--- src/rtl/queue_2x64_ctrl.sv ---
// Control logic for a two-entry, 64-bit queue built around an external 2x64 RAM.
// The block holds only the pointers and the full/empty disambiguation bit; payload
// data lives in the external storage, which is written through W0 and read through R0.
// Both storage ports share this block's clock externally.
module queue_2x64_ctrl #(
  parameter bit FLOW = 1'b0,  // empty-queue bypass from enq to deq in the same cycle
  parameter bit PIPE = 1'b0   // accept an enq while full if a deq happens in the same cycle
) (
  input  logic        clock,
  input  logic        reset_n,
  input  logic        flush,
  // producer handshake
  input  logic        enq_valid,
  output logic        enq_ready,
  input  logic [63:0] enq_bits,
  // consumer handshake
  output logic        deq_valid,
  input  logic        deq_ready,
  output logic [63:0] deq_bits,
  // occupancy, 0..2
  output logic [1:0]  count,
  // storage write port
  output logic        ram_W0_addr,
  output logic        ram_W0_en,
  output logic [63:0] ram_W0_data,
  // storage read port, data combinational from address
  output logic        ram_R0_addr,
  output logic        ram_R0_en,
  input  logic [63:0] ram_R0_data
);

  logic enq_ptr_q, enq_ptr_d;
  logic deq_ptr_q, deq_ptr_d;
  logic maybe_full_q, maybe_full_d;

  logic ptr_match;
  logic empty;
  logic full;
  logic bypass;
  logic do_enq;
  logic do_deq;

  // Status decode and handshake qualification.
  always_comb begin
    ptr_match = (enq_ptr_q == deq_ptr_q);
    empty     = ptr_match & ~maybe_full_q;
    full      = ptr_match & maybe_full_q;

    // Flush masks both ready and valid, so no handshake can fire in a flush cycle.
    enq_ready = ~flush & (~full | (PIPE & deq_ready));
    deq_valid = ~flush & (~empty | (FLOW & enq_valid));

    // With FLOW, an empty queue hands the word straight through: no write when the
    // consumer takes it now, and never any pointer movement on the deq side.
    bypass = FLOW & empty;
    do_enq = enq_valid & enq_ready & ~(bypass & deq_ready);
    do_deq = deq_valid & deq_ready & ~bypass;
  end

  // Output drive: occupancy, storage ports and dequeued data.
  always_comb begin
    if (full) begin
      count = 2'd2;
    end else if (!ptr_match) begin
      count = 2'd1;
    end else begin
      count = 2'd0;
    end

    ram_W0_en   = do_enq;
    ram_W0_addr = enq_ptr_q;
    ram_W0_data = enq_bits;

    // Read enable tied high so read data never goes unknown because of the enable.
    ram_R0_en   = 1'b1;
    ram_R0_addr = deq_ptr_q;

    deq_bits    = bypass ? enq_bits : ram_R0_data;
  end

  // Next-state: flush clears everything, otherwise pointers toggle on their handshakes.
  always_comb begin
    enq_ptr_d    = enq_ptr_q;
    deq_ptr_d    = deq_ptr_q;
    maybe_full_d = maybe_full_q;
    if (flush) begin
      enq_ptr_d    = 1'b0;
      deq_ptr_d    = 1'b0;
      maybe_full_d = 1'b0;
    end else begin
      if (do_enq) begin
        enq_ptr_d = ~enq_ptr_q;
      end
      if (do_deq) begin
        deq_ptr_d = ~deq_ptr_q;
      end
      // Equal pointers are ambiguous; the last unbalanced operation says which way.
      if (do_enq != do_deq) begin
        maybe_full_d = do_enq;
      end
    end
  end

  // State registers with asynchronous active-low reset.
  always_ff @(posedge clock or negedge reset_n) begin
    if (!reset_n) begin
      enq_ptr_q    <= 1'b0;
      deq_ptr_q    <= 1'b0;
      maybe_full_q <= 1'b0;
    end else begin
      enq_ptr_q    <= enq_ptr_d;
      deq_ptr_q    <= deq_ptr_d;
      maybe_full_q <= maybe_full_d;
    end
  end

endmodule

--- config.mk ---
export PLATFORM = sky130hd
export DESIGN_NAME = queue_2x64_ctrl
export DESIGN_NICKNAME = d
export VERILOG_FILES = /design/src/rtl/queue_2x64_ctrl.sv
export SDC_FILE = /design/constraint.sdc
export NUM_CORES = 1
export LEC_CHECK = 0
export BUFFER_PORTS_ARGS = -buffer_cell sky130_fd_sc_hd__buf_2
export CAP_MARGIN = 20
export CORE_AREA = 2 2 104 106
export DETAILED_ROUTE_END_ITERATION = 6
export DIE_AREA = 0 0 106 108
export PLACE_DENSITY = 0.58
export SYNTH_ARGS = -nofsm -noshare
export SYNTH_HDL_FRONTEND = slang
export SYNTH_SLANG_ARGS = --single-unit
--- constraint.sdc ---
create_clock -name clock -period 1.35 [get_ports clock]
set_clock_uncertainty 0.2 [all_clocks]
set_input_delay 0.27 -clock clock [delete_from_list [all_inputs] [get_ports clock]]
set_output_delay 0.27 -clock clock [all_outputs]
set_load 0.05 [all_outputs]
## Word level (Yosys, flattened, before mapping)

Cells that the tools add are included.

| operators by class | value |
|---|---|
| bitwise logic cells | 12 |
| multiplexer cells | 8 |
| reductions and logical operators | 3 |
| equal/unequal tests | 2 |

Operators with widths:

| cell | number |
|---|---|
| 1-bit two-way mux | 7 |
| 1-bit bitwise AND | 6 |
| 1-bit inverter | 6 |
| 2-bit nonzero test | 3 |
| 2-bit two-way mux | 1 |
| 1-bit == test | 1 |
| 1-bit inequality test | 1 |

| word-level totals | value |
|---|---|
| input bits | 133 |
| output and inout bits | 136 |
| register bits | 3 |
| logic and storage cells | 28 |

## Longest topological paths before layout

Gate-level depths: netlist of run 1.

| logic depth | value |
|---|---|
| word-level depth | 8 |
| mapped depth | 4 |
| mapped depth without buffers | 4 |

## Least setup slack after synthesis of run 1

No wires, ideal clock.

| timing | value |
|---|---|
| kind | reg2out |
| from | reg deq_ptr_q (netlist: ram_R0_addr) |
| to | out ram_W0_en |
| setup slack | -1.370 ns |
| arrival | 2.250 ns |
| cell stages (with the launch flop) | 4 |
| data required time | 0.880 ns |
| buffers on the path | 0 |
| path through | dfrtp_1 -> xnor2_1 -> a21oi_1 -> and2_1 |

| between the ends | value |
|---|---|
| word-level cells in the longest chain between the ends | 5 |

Ends and longest elaborated chain:

| what | line | source |
|---|---|---|
| start: declaration | 33 | `logic deq_ptr_q, deq_ptr_d;` |
| start signal: assignment | 112 | `deq_ptr_q <= deq_ptr_d;` |
| 1-bit == test | 45 | `ptr_match = (enq_ptr_q == deq_ptr_q);` |
| 1-bit bitwise AND | 47 | `full = ptr_match & maybe_full_q;` |
| 1-bit inverter | 50 | `enq_ready = ~flush & (~full \| (PIPE & deq_ready));` |
| 1-bit bitwise AND | 50 |  |
| via enq_ready | 14 | `output logic enq_ready,` |
| 1-bit bitwise AND | 56 | `do_enq = enq_valid & enq_ready & ~(bypass & deq_ready);` |
| end: declaration | 24 | `output logic ram_W0_en,` |

The timed path passes the listed nets, and every way through them passes these cells.

## Worst setup path in the final report of run 1

| timing | value |
|---|---|
| from | reg enq_ptr_q (netlist: ram_W0_addr) |
| to | out ram_W0_en |

| between the ends | value |
|---|---|
| word-level cells in the longest chain between the ends | 5 |

Ends and longest elaborated chain:

| what | line | source |
|---|---|---|
| start: declaration | 32 | `logic enq_ptr_q, enq_ptr_d;` |
| start signal: assignment | 111 | `enq_ptr_q <= enq_ptr_d;` |
| 1-bit == test | 45 |  |
| 1-bit bitwise AND | 47 |  |
| 1-bit inverter | 50 |  |
| 1-bit bitwise AND | 50 |  |
| 1-bit bitwise AND | 56 |  |

Every way passes these cells.

==> impl_metrics.py, run 1 <==
metrics = {
    "clock_tree": {
        "htree_levels": 1,
        "clk_pin_slew_worst_paths_ns": 0.03,
        "clk_latency_ns": 0.21,
        "cts-buffers-inserted": 3,
        "cts_tree": "yes",
        "cts-root-buf": "clkbuf_8",
        "cts_max_path_buffers": 2,
        "clock-sinks": 3,
    },
    "synth": {
        "syn_area_um2": 1171,
        "netlist_instances": 153,
        "ys_seq_area_share_pct": 6.410,
        "synth_simple_gate_area_share_pct": 5.235,
        "synthXorXnorAreaFrac_pct": 0.7479,
        "synth.area.mux_share_pct": 0,
        "synth_fa_ha_area_share_pct": 0,
        "synth_compound_area_share_pct": 3.632,
        "yosys_warnings": 0,
        "ys_types": 17,
        "avgSynthCellArea_um2": 7.654,
        "syn_nets": 286,
        "synth_top_family_by_area": "buffers and inverters",
        "ys_ff_latch": 3,
    },
    "sta": {
        "max_freq_mhz": 580.8,
        "hold_viol": 0,
        "finalCriticalPeriod_ns": 1.722,
        "period_share_pct": 127.5,
        "layout_setup_ws_ns": -0.3716,
        "setup_violations": 7,
        "rsz0062_at_grt": "true",
        "maxSlewViolCount": 0,
        "finalSetupTns_ns": -1.874,
        "holdWs_ns": 0.1067,
    },
    "outcome": {
        "violations": "setup timing",
        "status": "finished, violations left",
    },
    "floorplan": {
        "fp.dieArea_um2": 11450,
        "die_h_um": 108,
        "initial_core_util_pct": 11.45,
        "coreArea_um2": 10230,
        "pin_count": 269,
        "die_w_um": 106,
        "core.rowCount": 37,
    },
    "worst_setup_path": {
        "r2r_start": "ram_W0_addr",
        "critPathArrivalTime_ns": 1.25,
        "crit-reg2reg-capture": "maybe_full_q",
        "path_cells": "xnor2_4, a21oi_4, and2_4, buf_6",
        "crit_buf_inv": 1,
        "critPathTopFamily": "flip-flops",
        "cp_slowest_cell": "dfrtp_2",
        "reg2reg_depth": 5,
        "reg2reg_slack_ns": 0.01,
        "cp_data_required_time_ns": 0.88,
        "start_kind": "flop",
        "critPathLaunch": "ram_W0_addr",
        "endpoint_kind": "output pin",
        "max_stage_delay_ns": 0.43,
        "crit_type": "reg -> out",
        "cp_max_fo": 4,
    },
    "route": {
        "final_antenna_net_count": 0,
        "via_per_inst": 2.377,
        "drcViolationCount": 0,
        "dr_total_vias": 435,
        "first_iter_violations": 8,
        "wl_per_cell_um": 13.25,
        "wl_um": 2424,
        "drtPass1Iterations": 4,
    },
    "grt": {
        "gr-total-overflow": 0,
        "grt_pass1_wl_um": 3125,
        "antenna_found_initial": 0,
        "grt_max_degree": 6,
        "grt_pass1_vias": 501,
        "grt_use_total_pct": 3.884,
    },
    "pwr": {
        "power_density_nw_per_um2": 1006,
        "peakVddDrop_mv": 0.3309,
        "total_power_uw": 661.1,
        "p_leak_uw": 0.0002220,
    },
    "finish": {
        "areaGrowthSynthToFinish_pct": -43.91,
        "fin_cells": 183,
        "fin_area_um2": 656.9,
        "final_cell_mix": "7 x buf_6, 6 x buf_4, 4 x buf_2",
        "drive_above_1_share_pct": 74.47,
        "final_common_cell": "buf_6",
        "fill_cells": 1196,
        "diodes": 0,
        "nNetsFinal": 181,
    },
    "worst_hold_path": {
        "hold_depth": 2,
        "holdCritStartpoint": "deq_ready",
        "hold_class": "in -> reg",
        "hold_end": "ram_R0_addr",
    },
    "place": {
        "place_inst": 177,
        "port_buffers": 11,
        "dp_hpwl_um": 2038,
        "placed_area_um2": 515.5,
        "gp_congestion": 0.6972,
    },
    "job": {
        "maxCapViolCount": 0,
    },
}
## synth_stat cells
library cell / count / share of area, %
dfrtp_1: 3 / 6.4
and2_1: 1 / 0.53
nand2b_1: 2 / 1.1
nand3_1: 1 / 0.43
conb_1: 1 / 0.32
xnor2_1: 1 / 0.75
and2_2: 1 / 0.64
nand2_1: 1 / 0.32
nand3b_1: 2 / 1.3
buf_4: 130 / 83
a31oi_1: 1 / 0.53
a21bo_2: 1 / 0.85
a21oi_1: 2 / 0.85
o21bai_1: 1 / 0.64
inv_1: 1 / 0.32
nor2_1: 3 / 0.96
a311oi_1: 1 / 0.75
## cell families (layout without fill, tap and decap cells)
kind of cell | Yosys count | count (layout)
buffers and inverters | 131 | 25
xor gates and xnor gates | 1 | 1
and+or+nand+nor | 11 | 11
DFF | 3 | 3
AOI/OAI and AO/OA | 6 | 6
other | 1 | 1
## final cells by class
class | instances | area [um^2] | share of cell area, %
Clock buffer | 4 | 45.04 | 6.857
Inverter | 1 | 3.754 | 0.5714
Multi-Input combinational cell | 19 | 175.2 | 26.67
Sequential cell | 3 | 78.83 | 12.00
Tap cell | 136 | 170.2 | 25.90
Timing Repair Buffer | 20 | 183.9 | 28.00
## registers in the layout, indices dropped and copies added (netlist names)
register,flops
maybe_full_q,1
ram_R0_addr,1
ram_W0_addr,1
## stage by stage
| stage | utilization (%) | setup WS, ns |
|---|---|---|
| after floorplan | - | -0.5333 |
| after global placement | 5.039 | -0.2479 |
| after detailed placement | 5.039 | -0.2418 |
| after CTS | 6.298 | -0.3879 |
| after global routing | 6.420 | -0.4301 |
| final | 6.420 | -0.3716 |
## repair_timing
action | 4_1_cts | 5_1_grt
pin swaps | 1 | 1
hold buffers | 1 | 0
cloned | 0 | 0
gates resized for setup | 20 | 3
hold endpoints to repair | 3 | 0
endpoints found under the setup margin | 7 | 9
setup buffers | 1 | 0
## how the worst max path moves through the flow
stage	end	slack [ns]	cells past startpoint
finish	ram_W0_en	-0.37	4
global route	deq_valid	-0.43	5
CTS	ram_W0_en	-0.39	4
detailed placement	deq_valid	-0.24	5
global placement	deq_valid	-0.25	5
floorplan	ram_W0_en	-0.53	3
## routing by layer
layer | up-vias | share of wire (%) | global-route usage (%) | wire (um)
met3 | 40 | 32 | 6.148 | 769
met1 | 150 | 12 | 1.087 | 281
met2 | 116 | 45 | 5.484 | 1080
li1 | 127 | - | - | -
met5 | - | 1.9 | 3.125 | 46
met4 | 2 | 10 | 4.511 | 246
## power by group
part           internal (uW)  switching, uW  leakage [uW]
Sequential               101           16.0     0.0000350
Clock                    201           54.1     0.0000228
Combinational            129            161      0.000164
No activity file was read; power rests on OpenSTA's default activity.
==> run 2, diff against run 1 <==
==> config.mk (replaced) <==
export PLATFORM = sky130hd
export DESIGN_NAME = queue_2x64_ctrl
export DESIGN_NICKNAME = d
export VERILOG_FILES = /design/src/rtl/queue_2x64_ctrl.sv
export SDC_FILE = /design/constraint.sdc
export NUM_CORES = 1
export LEC_CHECK = 0
export CAP_MARGIN = 20
export CORE_AREA = 2 2 105 107
export DETAILED_ROUTE_END_ITERATION = 6
export DIE_AREA = 0 0 107 109
export DONT_BUFFER_PORTS = 1
export PLACE_DENSITY = 0.34
export SYNTH_ARGS = -nofsm -noshare
export SYNTH_HDL_FRONTEND = slang
export SYNTH_SLANG_ARGS = --single-unit
==> impl_metrics.py, run 2 (synthesis gave the netlist of run 1 again) <==
metrics = {
    "grt": {
        "grt_use_total_pct": 3.554,
        "gr-total-overflow": 0,
        "grt_pass1_wl_um": 2877,
        "grt_max_degree": 7,
        "grt_pass1_vias": 409,
        "antenna_found_initial": 0,
    },
    "pwr": {
        "power_density_nw_per_um2": 1047,
        "clkPwrFrac_pct": 40.8,
        "combPwrFrac_pct": 40.6,
        "p_seq_share_pct": 18.6,
        "p_leak_uw": 0.0001751,
        "p_int_uw": 402.7,
        "switchingPower_uw": 218.3,
        "peakVddDrop_mv": 0.3303,
        "swShare_pct": 35.15,
        "total_power_uw": 621.0,
    },
    "route": {
        "met3_length_um": 753,
        "dr_total_vias": 388,
        "drtPass1Iterations": 2,
        "route.met2.wl_um": 907,
        "wl_um": 2270,
        "via_per_inst": 2.192,
        "first_iter_violations": 13,
        "final_antenna_net_count": 0,
        "wl_met1_um": 314,
        "drcViolationCount": 0,
        "wl_per_cell_um": 12.82,
        "top_layer_used": "met4",
    },
    "sta": {
        "maxSlewViolCount": 0,
        "finalCriticalPeriod_ns": 1.725,
        "hold_viol": 0,
        "period_share_pct": 127.8,
        "layout_setup_ws_ns": -0.3751,
        "rsz0062_at_grt": "true",
        "setup_violations": 9,
        "max_freq_mhz": 579.7,
    },
    "floorplan": {
        "die_w_um": 107,
        "initial_core_util_pct": 11.05,
        "coreArea_um2": 10600,
        "core.rowCount": 38,
        "die_h_um": 109,
        "fp.dieArea_um2": 11660,
        "pin_count": 269,
    },
    "outcome": {
        "status": "finished, violations left",
        "violations": "setup timing",
    },
    "worst_setup_path": {
        "endpoint_kind": "output pin",
        "cp_data_required_time_ns": 0.88,
        "path_cells": "xnor2_4, inv_2, nor2_4, nor2_4, buf_12",
        "crit_buf_inv": 2,
        "cpMostUsedCell": "nor2_4",
        "r2r_start": "ram_R0_addr",
        "cp_max_fo": 4,
        "critPathLaunch": "ram_R0_addr",
        "reg2reg_depth": 5,
        "critPathTopFamily": "flip-flops",
        "critPathArrivalTime_ns": 1.26,
        "crit-reg2reg-capture": "maybe_full_q",
        "max_stage_delay_ns": 0.43,
        "reg2reg_slack_ns": -0.12,
        "cp_slowest_cell": "dfrtp_2",
        "crit_type": "reg -> out",
        "start_kind": "flop",
    },
    "clock_tree": {
        "clock-sinks": 3,
        "htree_levels": 1,
        "cts_tree": "yes",
        "cts-buffers-inserted": 3,
        "cts_max_path_buffers": 2,
        "clk_pin_slew_worst_paths_ns": 0.03,
        "cts-root-buf": "clkbuf_8",
        "clk_latency_ns": 0.21,
    },
    "finish": {
        "fin_area_um2": 593.1,
        "fin_cells": 177,
        "finish.utilization_pct": 5.594,
        "fill_cells": 1246,
        "diodes": 0,
        "areaGrowthSynthToFinish_pct": -49.36,
        "nNetsFinal": 171,
        "final_common_cell": "buf_4",
        "drive_above_1_share_pct": 62.16,
        "final_cell_mix": "4 x buf_4, 3 x clkbuf_8, 3 x dlygate4sd3_1, 3 x dfrtp_2",
    },
    "worst_hold_path": {
        "hold_end": "ram_W0_addr",
        "holdCritStartpoint": "enq_valid",
        "hold_class": "in -> reg",
        "hold_depth": 2,
    },
    "job": {
        "maxCapViolCount": 0,
    },
    "place": {
        "gp_congestion": 0.6134,
        "place_inst": 169,
        "dp_hpwl_um": 1908,
        "pre_cts_slack_ns": -0.2006,
        "port_buffers": 0,
        "placed_area_um2": 470.5,
    },
}
run 2: worst max-delay path by stage:
stage	cells past startpoint	slack (ns)	endpoint
3_3_place_gp	5	-0.20	deq_valid
4_1_cts	5	-0.39	deq_valid
5_1_grt	5	-0.42	deq_valid
3_5_place_dp	5	-0.20	deq_valid
6_report	5	-0.38	deq_valid
2_1_floorplan	3	-0.53	ram_W0_en
run 2: area by class of cell:
cell class,instances,area [um^2],share of cell area (%)
clock buffer,4,45.04,7.595
inverter,1,3.754,0.6329
multi-input combinational,19,178.9,30.17
sequential,3,78.83,13.29
tap,140,175.2,29.54
timing repair buffer,10,111.4,18.78
run 2: routing by layer:
metal | GRT usage, % | vias to the layer above
li1 | - | 106
met1 | 1.183 | 157
met2 | 4.641 | 81
met3 | 5.918 | 44
met4 | 4.545 | 0
met5 | 0 | -
run 2: stage by stage:
stage               TNS (ns)  hold WS, ns
floorplan             -1.678      -0.2256
CTS                   -1.831      0.02311
detailed placement   -0.6839      -0.2254
finish                -1.766      0.02759
global placement     -0.6676      -0.2255
global route          -2.107      0.03181
run 2: power by group through the flow:
stage	registers (uW)	logic, uW	clock network (uW)
3_3_place_gp	114	211	0
4_1_cts	117	235	265
5_1_grt	117	265	278
6_report	116	252	253
3_5_place_dp	114	211	0
2_1_floorplan	136	1170	0
run 2: repair_timing:
item / CTS / global route
setup buffers: 0 / 1
endpoints found under the setup margin: 7 / 9
gates cloned: 0 / 0
resized for setup: 6 / 4
hold buffers: 3 / 0
pin swaps: 3 / 2
endpoints found under the hold margin: 6 / 0
